File: src/rtl/apb_mtimer_pkg.sv
// Shared constants and helpers for the APB machine timer: register offsets,
// control layout, reset values and byte-strobe merging.
package apb_mtimer_pkg;

  localparam logic [2:0] MtimeLoOffs    = 3'd0;
  localparam logic [2:0] MtimeHiOffs    = 3'd1;
  localparam logic [2:0] MtimecmpLoOffs = 3'd2;
  localparam logic [2:0] MtimecmpHiOffs = 3'd3;
  localparam logic [2:0] MtimerCtrlOffs = 3'd4;

  localparam logic [63:0] MtimecmpRst = 64'hFFFF_FFFF_FFFF_FFFF;

  localparam int unsigned MtimerPrescWidth = 8;

  typedef struct packed {
    logic [MtimerPrescWidth-1:0] presc;
    logic                        en;
  } mtimer_ctrl_t;

  function automatic logic [31:0] strb_merge(input logic [31:0] old_word,
                                             input logic [31:0] new_word,
                                             input logic [3:0]  strb);
    logic [31:0] res;
    res = old_word;
    for (int k = 0; k < 4; k++) begin
      if (strb[k]) res[8*k +: 8] = new_word[8*k +: 8];
      else         res[8*k +: 8] = old_word[8*k +: 8];
    end
    return res;
  endfunction

endpackage

File: src/rtl/mtimer_prescaler.sv
// Prescaler for mtime: emits a one-cycle tick every PRESC+1 enabled cycles.
module mtimer_prescaler import apb_mtimer_pkg::*; #(
  parameter int unsigned PrescWidth = 8
) (
  input  logic                  clk,
  input  logic                  rst,
  input  logic                  en,
  input  logic [PrescWidth-1:0] presc,
  output logic                  tick
);

  logic [PrescWidth-1:0] cnt;
  logic                  at_limit;

  // >= rather than == so a PRESC lowered below the running count still wraps promptly
  assign at_limit = (cnt >= presc);
  assign tick     = en & at_limit;

  // Prescale counter, held at zero while disabled
  always_ff @(posedge clk or posedge rst) begin
    if (rst) begin
      cnt <= '0;
    end else if (!en) begin
      cnt <= '0;
    end else if (at_limit) begin
      cnt <= '0;
    end else begin
      cnt <= cnt + {{(PrescWidth-1){1'b0}}, 1'b1};
    end
  end

endmodule

File: src/rtl/apb_mtimer.sv
// APB machine timer: 64-bit mtime with prescaler, 64-bit mtimecmp and a
// registered level timer interrupt. Zero-wait-state 32-bit APB slave.
module apb_mtimer import apb_mtimer_pkg::*; #(
  parameter int unsigned PrescWidth = 8,
  parameter int unsigned AddrWidth  = 32
) (
  input  logic                 clk_i,
  input  logic                 rst_i,
  input  logic [AddrWidth-1:0] paddr_i,
  input  logic                 psel_i,
  input  logic                 penable_i,
  input  logic                 pwrite_i,
  input  logic [31:0]          pwdata_i,
  input  logic [3:0]           pstrb_i,
  output logic [31:0]          prdata_o,
  output logic                 pready_o,
  output logic                 pslverr_o,
  output logic                 irq_timer_o
);

  logic                  access;
  logic                  wr;
  logic                  rd;
  logic [2:0]            offs;
  logic [63:0]           mtime;
  logic [63:0]           mtimecmp;
  logic [31:0]           hi_shadow;
  logic                  en;
  logic [PrescWidth-1:0] presc;
  logic                  tick;
  logic                  irq;
  logic [31:0]           ctrl_rd;
  logic [31:0]           ctrl_new;
  logic                  unused_addr;

  assign access      = psel_i & penable_i;
  assign wr          = access & pwrite_i;
  assign rd          = access & ~pwrite_i;
  assign offs        = paddr_i[4:2];
  assign unused_addr = ^{paddr_i[AddrWidth-1:5], paddr_i[1:0]};
  assign pready_o    = 1'b1;
  assign irq_timer_o = irq;

  mtimer_prescaler #(.PrescWidth(PrescWidth)) u_prescaler (
    .clk   (clk_i),
    .rst   (rst_i),
    .en    (en),
    .presc (presc),
    .tick  (tick)
  );

  // CTRL image as seen by software; reserved bits read zero
  always_comb begin
    ctrl_rd                  = 32'd0;
    ctrl_rd[0]               = en;
    ctrl_rd[8 +: PrescWidth] = presc;
    ctrl_new                 = strb_merge(ctrl_rd, pwdata_i, pstrb_i);
  end

  // Combinational read mux and error decode
  always_comb begin
    prdata_o  = 32'd0;
    pslverr_o = 1'b0;
    if (access) begin
      case (offs)
        MtimeLoOffs:    prdata_o = pwrite_i ? 32'd0 : mtime[31:0];
        MtimeHiOffs:    prdata_o = pwrite_i ? 32'd0 : hi_shadow;
        MtimecmpLoOffs: prdata_o = pwrite_i ? 32'd0 : mtimecmp[31:0];
        MtimecmpHiOffs: prdata_o = pwrite_i ? 32'd0 : mtimecmp[63:32];
        MtimerCtrlOffs: prdata_o = pwrite_i ? 32'd0 : ctrl_rd;
        default:        pslverr_o = 1'b1;
      endcase
    end else begin
      prdata_o  = 32'd0;
      pslverr_o = 1'b0;
    end
  end

  // mtime: a write to either half wins over the tick and suppresses the carry
  always_ff @(posedge clk_i or posedge rst_i) begin
    if (rst_i) begin
      mtime <= 64'd0;
    end else if (wr && offs == MtimeLoOffs) begin
      mtime[31:0] <= strb_merge(mtime[31:0], pwdata_i, pstrb_i);
    end else if (wr && offs == MtimeHiOffs) begin
      mtime[63:32] <= strb_merge(mtime[63:32], pwdata_i, pstrb_i);
    end else if (tick) begin
      mtime <= mtime + 64'd1;
    end
  end

  // High-half shadow captured on a LO read so LO-then-HI is coherent
  always_ff @(posedge clk_i or posedge rst_i) begin
    if (rst_i) begin
      hi_shadow <= 32'd0;
    end else if (rd && offs == MtimeLoOffs) begin
      hi_shadow <= mtime[63:32];
    end
  end

  // mtimecmp register
  always_ff @(posedge clk_i or posedge rst_i) begin
    if (rst_i) begin
      mtimecmp <= MtimecmpRst;
    end else if (wr && offs == MtimecmpLoOffs) begin
      mtimecmp[31:0] <= strb_merge(mtimecmp[31:0], pwdata_i, pstrb_i);
    end else if (wr && offs == MtimecmpHiOffs) begin
      mtimecmp[63:32] <= strb_merge(mtimecmp[63:32], pwdata_i, pstrb_i);
    end
  end

  // CTRL register
  always_ff @(posedge clk_i or posedge rst_i) begin
    if (rst_i) begin
      en    <= 1'b0;
      presc <= '0;
    end else if (wr && offs == MtimerCtrlOffs) begin
      en    <= ctrl_new[0];
      presc <= ctrl_new[8 +: PrescWidth];
    end
  end

  // Level interrupt, recomputed every cycle regardless of EN
  always_ff @(posedge clk_i or posedge rst_i) begin
    if (rst_i) begin
      irq <= 1'b0;
    end else begin
      irq <= (mtime >= mtimecmp);
    end
  end

endmodule

File: config.mk
export PLATFORM = sky130hd
export DESIGN_NAME = apb_mtimer
export DESIGN_NICKNAME = d
export VERILOG_FILES = /design/src/rtl/apb_mtimer_pkg.sv /design/src/rtl/mtimer_prescaler.sv /design/src/rtl/apb_mtimer.sv
export SDC_FILE = /design/constraint.sdc
export NUM_CORES = 1
export LEC_CHECK = 0
export ABC_CLOCK_PERIOD_IN_PS = 7400
export CAP_MARGIN = 10
export CELL_PAD_IN_SITES_DETAIL_PLACEMENT = 1
export CELL_PAD_IN_SITES_GLOBAL_PLACEMENT = 2
export CORE_MARGIN = 2
export CORE_UTILIZATION = 35
export CTS_BUF_LIST = sky130_fd_sc_hd__clkbuf_4
export DETAILED_ROUTE_END_ITERATION = 7
export PLACE_DENSITY_LB_ADDON = 0.2
export REMOVE_ABC_BUFFERS = 1
export SLEW_MARGIN = 20
export SYNTH_ARGS = -nofsm -noshare
export SYNTH_HDL_FRONTEND = slang
export SYNTH_SLANG_ARGS = --single-unit
File: constraint.sdc
create_clock -name clk_i -period 7.4 [get_ports clk_i]
set_clock_uncertainty 0.15 [all_clocks]
set_input_delay 0.74 -clock clk_i [delete_from_list [all_inputs] [get_ports clk_i]]
set_output_delay 0.74 -clock clk_i [all_outputs]
set_load 0.005 [all_outputs]
# After elaboration in Yosys (flattened, before gate mapping)
# Cells that the tools add are included.
dict set report classes {
  addsub 2
  multipliers 0
  div 0
  n_lt_le_gt_ge 2
  n_eq_ne 13
  shifts 0
  muxes 19
  bitwise_logic 7
  n_reduce_logical 28
}
# op count
set op_table {}
lappend op_table {{$mux 32} 8}
lappend op_table {{$pmux 32 s5} 1}
lappend op_table {{$add 64x1->64 const B} 1}
lappend op_table {{$ge 64x64->1} 1}
lappend op_table {{$mux 64} 1}
lappend op_table {{$mux 8} 6}
lappend op_table {{$reduce_and 3->1} 12}
lappend op_table {{$ne 2x2->1 const B} 9}
lappend op_table {{$mux 16} 1}
lappend op_table {{$reduce_and 2->1} 6}
lappend op_table {{$add 8x1->8 const B} 1}
lappend op_table {{$ge 8x8->1} 1}
lappend op_table {{$eq 3x2->1 const B} 2}
lappend op_table {{$logic_and 1x1->1} 6}
lappend op_table {{$reduce_or 5->1} 1}
lappend op_table {{$and 1x1->1} 4}
lappend op_table {{$reduce_bool 2->1} 2}
lappend op_table {{$eq 3x1->1 const B} 1}
lappend op_table {{$eq 3x3->1 const B} 1}
lappend op_table {{$logic_not 3->1} 1}
lappend op_table {{$not 1->1} 3}
lappend op_table {{$mux 1} 2}
dict set report word_totals {
  register_bits 178
  latchBits 0
  ram_bits 0
  mem_bits_ro 0
  out_inout_bits 35
  word_cells 92
  mem_count 0
}

# Depth between registers and ports, before layout
# Gate-level depths: netlist of run 1.
dict set report depth {
  ltp_word 5
  mapped_depth 9
}

# By module
# A second synthesis of run 1 with hierarchy kept.
dict set report hier_totals {
  hier_cells 1176
  area_unflattened_um2 11293.3
}
# mod instances cells_per_inst area_per_inst_um2 seq_area_each_um2
set modules_own_cells {}
lappend modules_own_cells {apb_mtimer 1 1117 10717.8 4334.2}
lappend modules_own_cells {mtimer_prescaler 1 59 575.6 200.2}

# Worst setup path after synthesis of run 1
# No wires, ideal clock.
dict set report synth_path {
  kind {in2out}
  from {input port paddr_i[3]}
  to {output port prdata_o[0]}
  arrival_time_ps 1984
  t_required_ps 6510
  setup_slack_ps 4526
  cell_stages 6
  path_buffers 2
  path_cell_list {buf_2 buf_1 mux2_2 a22oi_1 o22a_1 nor2_1}
}
dict set report synth_via {
  elab_chain_cells 3
  elab_cells_between_ends 7
}
# element line
set synth_lines {}
lappend synth_lines {{start: declaration} apb_mtimer.sv:9} ;# input logic [AddrWidth-1:0] paddr_i,
lappend synth_lines {{$eq 3x3->1, or another cell as far along} apb_mtimer.sv:65} ;# case (offs)
lappend synth_lines {{$pmux 32 s5 *} apb_mtimer.sv:65}
lappend synth_lines {{$mux 32 *} apb_mtimer.sv:64} ;# if (access) begin
lappend synth_lines {{end: declaration} apb_mtimer.sv:15} ;# output logic [31:0] prdata_o,
# Every way passes the cells marked *; elsewhere a longest branch is shown, timed or not.

# Final worst setup path of run 1
dict set report layout_path {
  from {input port paddr_i[3]}
  to {output port prdata_o[12]}
}
# Same word-level chain as after synthesis.

==> flow_summary.ini, run 1 <==
[outcome]
outcome = finished clean

[place]
dp.cells = 1705
gp_congestion = 0.820
portBuffers = 77
dp_hpwl_um = 29300

[power_and_ir_drop]
pwr_density_cell_nw_per_um2 = 192
p_leak_uw = 0.00559
ir_drop_v = 0.0000926

[floorplanning]
dieArea_um2 = 34600
fp.coreArea_um2 = 32500
start_util_pct = 35.6
die_y_um = 186
dieWidth_um = 186
num_rows = 66
io_pins = 108

[sta]
clock.fmax_mhz = 210
post-route-period-util_pct = 64.4
worst_slew_pin_slew_ns = 1.04
layout_min_cycle_time_ns = 4.76
finalHoldViolations = 0
rsz0062_at_grt = no
finalSetupViolations = 0
slew_headroom_pct = 30.3
finalSetupTns_ns = 0
slew_violations = 0
hold_ws_ns = 0.365

[setup_path]
critPathMaxFanout = 15
end_kind = output port
r2r_slack_ns = 3.97
worst-setup-path-type = in -> out
cp.required_ns = 6.51
r2r-end = mtime[43]
worstSetupStartpointType = input port
worstReg2RegStart = mtime[8]
rr_worst_depth = 6
arrival_ns = 3.87

[logic_synthesis]
postSynthAreaPerCell_um2 = 9.33
netlist_area_um2 = 11600
synth_seq_area_share_pct = 39.1
ys_types = 80
synth_edf_count = 0
synth-seq-cells = 178
synth_ff_type = dfrtp_1
synthCells = 1242
async_flop_share_pct = 100
yosys_warnings = 0

[clock_network]
cts_tree = yes
root_buffer = clkbuf_4
clock_latency_ns = 0.64
holdBufCountCts = 0
clockBufferDepth = 2
cts.sinks = 178
cts.repair.resized = 0
clkTransAtPathRegs_ns = 0.14
h-tree-depth = 4
cts_made_buffers = 17
cts_setup_buffers = 0

[detailed_routing]
dr.pass1.iters = 5
initialDrtViolationCount = 643
wl_um = 40400
post_drt_wl_per_cell_um = 23.2
viasPerCell = 5.80
num_vias = 10100
drc = 0
drtAntennaViolNets = 0

[finish]
final_nets = 1429
fin_cells = 1740
drive_above_1_share_pct = 16.5
area_delta_synth_final_pct = 12.3

[worst_hold_path]
min_path_type = in -> async

[global_route]
antenna_found_initial = 2
first_global_vias = 10400
grt_pass1_wl_um = 63500
grt_use_total_pct = 24.5
grt_max_degree = 75
overflow = 0

[job]
drv_cap = 0
registers in the layout, summed over array words and instances, names as in the netlist:
register         flops
mtime               64
mtimecmp            64
hi_shadow           32
presc                8
u_prescaler.cnt      8
en                   1
irq_timer_o          1
cells by family after synthesis:
kind of cell,count (synthesis),share of synthesized area [%]
buffers and inverters,152,5.36
xor gates and xnor gates,6,0.454
adders and majority gates,74,7.99
AOI/OAI and AO/OA,325,19.0
muxes,107,10.4
and+or+nand+nor,399,17.7
DFF,178,39.1
other,1,0.0324
final cells by class:
type / count / area [µm²]
fillers: 3782 / 19500
multi-input cells: 912 / 6450
flip-flops and latches: 178 / 4530
repair buffers: 90 / 863
well taps: 442 / 553
inverters: 83 / 317
clock buffers: 20 / 150
clock inverters: 12 / 143
diodes: 3 / 7.51
worst max-delay path by stage:
| stage | from | endpoint | depth (start not counted) |
|---|---|---|---|
| after CTS | paddr_i[4] | prdata_o[29] | 6 |
| after floorplan | rst_i | en | 1 |
| after global placement | paddr_i[4] | prdata_o[29] | 6 |
| after detailed placement | paddr_i[4] | prdata_o[29] | 6 |
| after global routing | paddr_i[4] | prdata_o[29] | 6 |
| final | paddr_i[3] | prdata_o[12] | 7 |
critical path, cell delays in order:
cell and delay (ns):
clkdlybuf4s50_1 0.77, buf_4 0.37, nor2b_1 0.86, a22oi_1 0.26, o22a_1 0.26, nor2_1 0.09, clkdlybuf4s50_1 0.53
where the power goes:
| group | leakage (µW) | switching (µW) | total (µW) | internal, µW |
|---|---|---|---|---|
| Clock | 0.000152 | 368 | 609 | 241 |
| Combinational | 0.00325 | 349 | 605 | 256 |
| Sequential | 0.00219 | 144 | 1280 | 1140 |
placed cells by master (no fill, tap or decap), types with 9 or more instances in the layout:
cell / n
nand2_1: 112
a21o_1: 17
nand4_1: 25
clkdlybuf4s50_1: 76
inv_1: 82
o22a_1: 14
ha_1: 74
a211oi_1: 15
o21ai_0: 63
buf_4: 13
a221oi_1: 22
a21oi_1: 63
o31ai_1: 11
a22oi_1: 20
nor3_1: 22
nand3_1: 33
o22ai_1: 10
dfstp_2: 64
nor2_1: 107
mux2i_1: 22
and2_1: 9
mux2_1: 9
clkbuf_4: 20
mux2_2: 74
dfrtp_1: 114
a31oi_1: 29
and4_1: 10
and3_1: 26
synthesized netlist by cell type (all sizes together) (6+ instances only):
| library cell | count | area share, % |
|---|---|---|
| dfrtp | 114 | 25 |
| nand2 | 114 | 3.7 |
| nor2 | 108 | 3.5 |
| inv | 83 | 2.7 |
| mux2 | 83 | 8.1 |
| ha | 74 | 8.0 |
| o21ai | 70 | 3.1 |
| a21oi | 65 | 2.9 |
| dfstp | 64 | 15 |
| clkbuf | 37 | 1.2 |
| nand3 | 34 | 1.5 |
| buf | 32 | 1.5 |
| a31oi | 29 | 1.6 |
| nand4 | 29 | 1.8 |
| and3 | 26 | 1.4 |
| nor3 | 25 | 1.2 |
| a221oi | 23 | 1.8 |
| mux2i | 22 | 1.9 |
| a22oi | 20 | 1.3 |
| a21o | 17 | 1.1 |
| a211oi | 15 | 0.97 |
| o22a | 14 | 1.1 |
| nor4 | 12 | 1.3 |
| o31ai | 11 | 0.71 |
| and4 | 10 | 0.76 |
| o22ai | 10 | 0.54 |
| and2 | 9 | 0.49 |
| a311oi | 8 | 0.60 |
| or3 | 7 | 0.38 |
| nand2b | 6 | 0.32 |
metal layers:
metal  GRT usage [%]  vias up  part of all wire, %
met5               0        -                    0
met4            7.15        0                  2.2
met3            4.13       48                  4.5
met2            38.5      228                   45
met1            34.6     5148                   48
li1                -     4674                    -
metrics by stage:
step / utilization, % / cell area, µm² / total power, µW / worst slack [ns]
after detailed placement: 39.1 / 12700 / 1900 / 2.61
after global routing: 40.0 / 13000 / 2660 / 2.46
after CTS: 40.0 / 13000 / 2530 / 2.59
final: 40.0 / 13000 / 2490 / 2.64
after floorplan: - / 11300 / 1640 / 1.79
after global placement: 39.1 / 12700 / 1880 / 2.60
Power figures use the tool's default switching activity.
==> inputs of run 2 (changes only) <==
--- a/config.mk
+++ b/config.mk
@@ -5,12 +5,12 @@
 export SDC_FILE = /design/constraint.sdc
 export NUM_CORES = 1
 export LEC_CHECK = 0
-export ABC_CLOCK_PERIOD_IN_PS = 7400
+export ABC_CLOCK_PERIOD_IN_PS = 4140
 export CAP_MARGIN = 10
 export CELL_PAD_IN_SITES_DETAIL_PLACEMENT = 1
 export CELL_PAD_IN_SITES_GLOBAL_PLACEMENT = 2
 export CORE_MARGIN = 2
-export CORE_UTILIZATION = 35
+export CORE_UTILIZATION = 34
 export CTS_BUF_LIST = sky130_fd_sc_hd__clkbuf_4
 export DETAILED_ROUTE_END_ITERATION = 7
 export PLACE_DENSITY_LB_ADDON = 0.2
==> constraint.sdc (replaced) <==
create_clock -name clk_i -period 4.14 [get_ports clk_i]
set_clock_uncertainty 0.15 [all_clocks]
set_input_delay 0.414 -clock clk_i [delete_from_list [all_inputs] [get_ports clk_i]]
set_output_delay 0.414 -clock clk_i [all_outputs]
set_load 0.005 [all_outputs]
==> flow_summary.ini, run 2 (synthesis gave the netlist of run 1 again) <==
[global_route]
first_global_vias = 10500
overflow = 0
grt_use_met3_pct = 3.82
grt_pass1_wl_um = 64200
grt_max_degree = 79
grt_use_total_pct = 23.7
use_met2_pct = 37.8
use_met1_pct = 33.0
busiest_layer = met2
antenna_found_initial = 2

[finish]
top_regs = mtime (64), mtimecmp (64), hi_shadow (32)
final_common_cell = dfrtp_1
final_cell_area_um2 = 13200
final_cell_mix = dfrtp_1 (114), nand2_1 (112), nor2_1 (107)
area_delta_synth_final_pct = 14.1
final_nets = 1448
drive_above_1_share_pct = 17.7

[detailed_routing]
drc = 0
wl_um = 41300
post_drt_wl_per_cell_um = 23.4
viasPerCell = 5.76
initialDrtViolationCount = 621
num_vias = 10200
drtAntennaViolNets = 0
dr.pass1.iters = 5

[place]
dp_hpwl_um = 29800
portBuffers = 77
gp_congestion = 0.825
pre_cts_ws_ns = 0.587
dpl-instance-area_um2 = 12900

[clock_network]
clock_latency_ns = 0.65
clockBufferDepth = 2
cts.repair.resized = 0
cts_made_buffers = 17
cts.sinks = 178
clkTransAtPathRegs_ns = 0.16
cts_tree = yes
holdBufCountCts = 0
h-tree-depth = 4
cts_setup_buffers = 0
root_buffer = clkbuf_4

[setup_path]
arrival_ns = 2.93
cp.depth = 6
crit_path_max_incr_delay_ns = 0.57
worst-setup-path-type = in -> out
end_kind = output port
crit_chain = clkdlybuf4s50_1 -> o21ai_0 -> nand2_1 -> buf_12 -> nor3b_1 -> clkdlybuf4s50_1
rr_worst_depth = 6
crit_top_cell = clkdlybuf4s50_1
cp.required_ns = 3.58
path_buf_inv = 3
crit_slowest_cell = clkdlybuf4s50_1
critPathMaxFanout = 27
worstSetupStartpointType = input port
critPathTopFamily = buffers and inverters

[floorplanning]
start_util_pct = 34.6
dieWidth_um = 189
die_y_um = 189
fp.coreArea_um2 = 33500
num_rows = 67
dieArea_um2 = 35600
io_pins = 108

[sta]
worst_slew_pin_slew_ns = 0.805
rsz0062_at_grt = no
layout_min_cycle_time_ns = 3.50
slew_violations = 0
clock.fmax_mhz = 286
slew_headroom_pct = 46.3
finalSetupViolations = 0
finalHoldViolations = 0
fin_ws_ns = 0.642
post-route-period-util_pct = 84.5

[power_and_ir_drop]
p_leak_uw = 0.00571
pwr_density_cell_nw_per_um2 = 341
ir_drop_v = 0.000161

[job]
drv_cap = 0

[worst_hold_path]
min_path_type = in -> async

[outcome]
outcome = finished clean
-- run 2: cell types whose count changed in the layout (fill, tap and decap cells not counted) --
cell | previous run | this run
buf_12 | 0 | 4
buf_4 | 13 | 28
clkbuf_4 | 20 | 18
clkinv_2 | 2 | 1
clkinv_4 | 2 | 4
diode_2 | 3 | 2
inv_6 | 0 | 1
nand2b_1 | 5 | 6
nand2b_2 | 1 | 0
-- run 2: worst register-to-register path, delay by kind of cell, from the launching register on --
kind	cells	cell delay [ns]
DFF	1	0.57
and+or+nand+nor	4	2.11
AOI/OAI and AO/OA	2	0.40
-- run 2: routing by layer --
| layer | vias up | wire length, µm |
|---|---|---|
| li1 | 4703 | - |
| met1 | 5230 | 19900 |
| met2 | 185 | 19100 |
| met3 | 36 | 1410 |
| met4 | 0 | 885 |
| met5 | - | 0 |
-- run 2: cell type report --
cell class                 instances  area (µm²)
fill                            3891       20300
multi-input combinational        912        6450
sequential                       178        4530
timing repair buffer             109        1060
tap                              448         561
inverter                          83         317
clock inverter                    14         164
clock buffer                      18         135
antenna                            2        5.00
-- run 2: stage by stage --
step                      power [µW]  setup TNS [ns]  std cells  utilization, %  hold slack (ns)
after floorplan                 2940         -130.91       1173               -            0.325
after global placement          3390               0       1730            38.5            0.337
after detailed placement        3430               0       1730            38.5            0.346
after CTS                       4560               0       1762            39.4           0.0962
after global routing            4800               0       1764            39.4            0.105
final                           4510               0       1764            39.4           0.0819
-- run 2: where the power goes --
| group | switching, µW | internal [µW] |
|---|---|---|
| registers | 258 | 2030 |
| clock network | 693 | 422 |
| logic | 629 | 475 |
-- run 2: path summary, 6_finish.rpt --
check                      slack [ns]            end          start
max in group asynchronous        2.70   mtimecmp[50]          rst_i
setup reg to reg                 0.83      mtime[49]       mtime[8]
min in group clk_i               0.25   mtimecmp[22]   pwdata_i[22]
setup / recovery                 0.64   prdata_o[29]     paddr_i[3]
hold / removal                   0.08       mtime[4]          rst_i
hold reg to reg                  0.37  hi_shadow[12]  hi_shadow[12]
==> inputs of run 3 (changes only) <==
--- a/config.mk
+++ b/config.mk
@@ -5,7 +5,7 @@
 export SDC_FILE = /design/constraint.sdc
 export NUM_CORES = 1
 export LEC_CHECK = 0
-export ABC_CLOCK_PERIOD_IN_PS = 4140
+export ABC_CLOCK_PERIOD_IN_PS = 3000
 export CAP_MARGIN = 10
 export CELL_PAD_IN_SITES_DETAIL_PLACEMENT = 1
 export CELL_PAD_IN_SITES_GLOBAL_PLACEMENT = 2
==> constraint.sdc (replaced) <==
create_clock -name clk_i -period 3 [get_ports clk_i]
set_clock_uncertainty 0.15 [all_clocks]
set_input_delay 0.3 -clock clk_i [delete_from_list [all_inputs] [get_ports clk_i]]
set_output_delay 0.3 -clock clk_i [all_outputs]
set_load 0.005 [all_outputs]
==> flow_summary.ini, run 3 (synthesis gave the netlist of run 1 again) <==
[power_and_ir_drop]
pwr_density_cell_nw_per_um2 = 461
p_leak_uw = 0.00621
p_total_uw = 6450
ir_drop_v = 0.000244

[sta]
post-route-period-util_pct = 96.4
rsz0062_at_grt = no
finalSetupViolations = 0
worst_slew_pin_slew_ns = 0.580
slew_violations = 0
finalHoldViolations = 0
slew_headroom_pct = 60.9
clock.fmax_mhz = 346
layout_min_cycle_time_ns = 2.89
hold_ws_ns = 0.149

[place]
dp.cells = 1816
dp_hpwl_um = 31700
portBuffers = 77
gp_congestion = 0.842

[setup_path]
r2r_slack_ns = 0.11
worst-setup-path-type = reg -> reg
cp.required_ns = 3.36
arrival_ns = 3.25
end_kind = flop
worstSetupStartpointType = flop
critPathMaxFanout = 8

[clock_network]
cts_tree = yes
root_buffer = clkbuf_4
cts_made_buffers = 17
h-tree-depth = 4
clkTransAtPathRegs_ns = 0.16
clockBufferDepth = 2
clock_latency_ns = 0.63
cts.sinks = 178

[finish]
top_regs = mtime (64), mtimecmp (64), hi_shadow (32)
final_common_cell = dfrtp_1
final_util_pct = 41.7
final_cell_mix = dfrtp_1 (114), nand2_1 (112), buf_4 (110)
nFillCells = 3901
final_nets = 1537
drive_above_1_share_pct = 23.0
fin_cells = 1851
area_delta_synth_final_pct = 20.7

[global_route]
grt_max_degree = 75
overflow = 0
grt_use_total_pct = 24.2
grt_pass1_wl_um = 65500
antenna_found_initial = 1
first_global_vias = 10700

[floorplanning]
dieWidth_um = 189
io_pins = 108
dieArea_um2 = 35600
die_y_um = 189
num_rows = 67
fp.coreArea_um2 = 33500
start_util_pct = 34.6

[detailed_routing]
drc = 0
post_drt_wl_per_cell_um = 22.8
dr.pass1.iters = 5
viasPerCell = 5.68
num_vias = 10500
wl_um = 42200
drtAntennaViolNets = 0
initialDrtViolationCount = 697

[worst_hold_path]
min_path_type = in -> reg

[job]
drv_cap = 0

[outcome]
outcome = finished clean
-- run 3: area by class of cell --
class | count | area, µm² | area share (%)
multi-input combinational | 912 | 6460 | 46.2
sequential | 178 | 4530 | 32.4
timing repair buffer | 198 | 1790 | 12.8
tap | 448 | 561 | 4.01
inverter | 83 | 317 | 2.26
clock inverter | 10 | 160 | 1.15
clock buffer | 21 | 158 | 1.13
antenna | 1 | 2.50 | 0.0179
-- run 3: metal layers --
metal  vias to the layer above  track usage [%]  share of wire, %
li1                       4883                -                 -
met5                         -                0                 0
met2                       210             38.5                46
met1                      5367             34.3                48
met4                         0             6.55               1.9
met3                        45             3.39               4.1
-- run 3: critical path, cell delays in order, from the launching register on --
cell and delay, ns:
dfrtp_1 0.45, ha_1 0.30, nand2b_1 0.14, a2111o_1 0.47, a21oi_4 0.39, buf_4 0.26
nor4_2 0.08, buf_4 0.19, a211oi_1 0.25, nor3_1 0.08
-- run 3: metrics by stage --
| step | cell area, µm² | setup WS (ns) | TNS, ns |
|---|---|---|---|
| after CTS | 13900 | 0.00700 | 0 |
| after global placement | 13600 | 0.0421 | 0 |
| after global routing | 14000 | 0.00431 | 0 |
| after floorplan | 11300 | -2.17 | -319.57 |
| after detailed placement | 13600 | 0.0465 | 0 |
| final | 14000 | 0.109 | 0 |
-- run 3: path summary, 6_finish.rpt --
check | start | end | cells past startpoint
min in group asynchronous | rst_i | mtime[3] | 3
max in group asynchronous | rst_i | mtimecmp[52] | 4
hold reg to reg | hi_shadow[26] | hi_shadow[26] | 1
setup / recovery | presc[0] | mtime[26] | 9
hold / removal | pwdata_i[22] | mtimecmp[22] | 3
setup reg to reg | presc[0] | mtime[26] | 9
-- run 3: power by group --
| part | switching, µW | internal [µW] | leakage [µW] |
|---|---|---|---|
| Combinational | 967 | 787 | 0.00386 |
| Sequential | 303 | 2800 | 0.00219 |
| Clock | 901 | 690 | 0.000162 |
| Total | 2170 | 4280 | 0.00621 |
-- run 3: repair_timing --
item | 4_1_cts | 5_1_grt
resized for setup | 0 | 8
hold endpoints to repair | 29 | 0
buffers inserted | 0 | 2
hold buffers | 1 | 0
setup endpoints to repair | 0 | 15
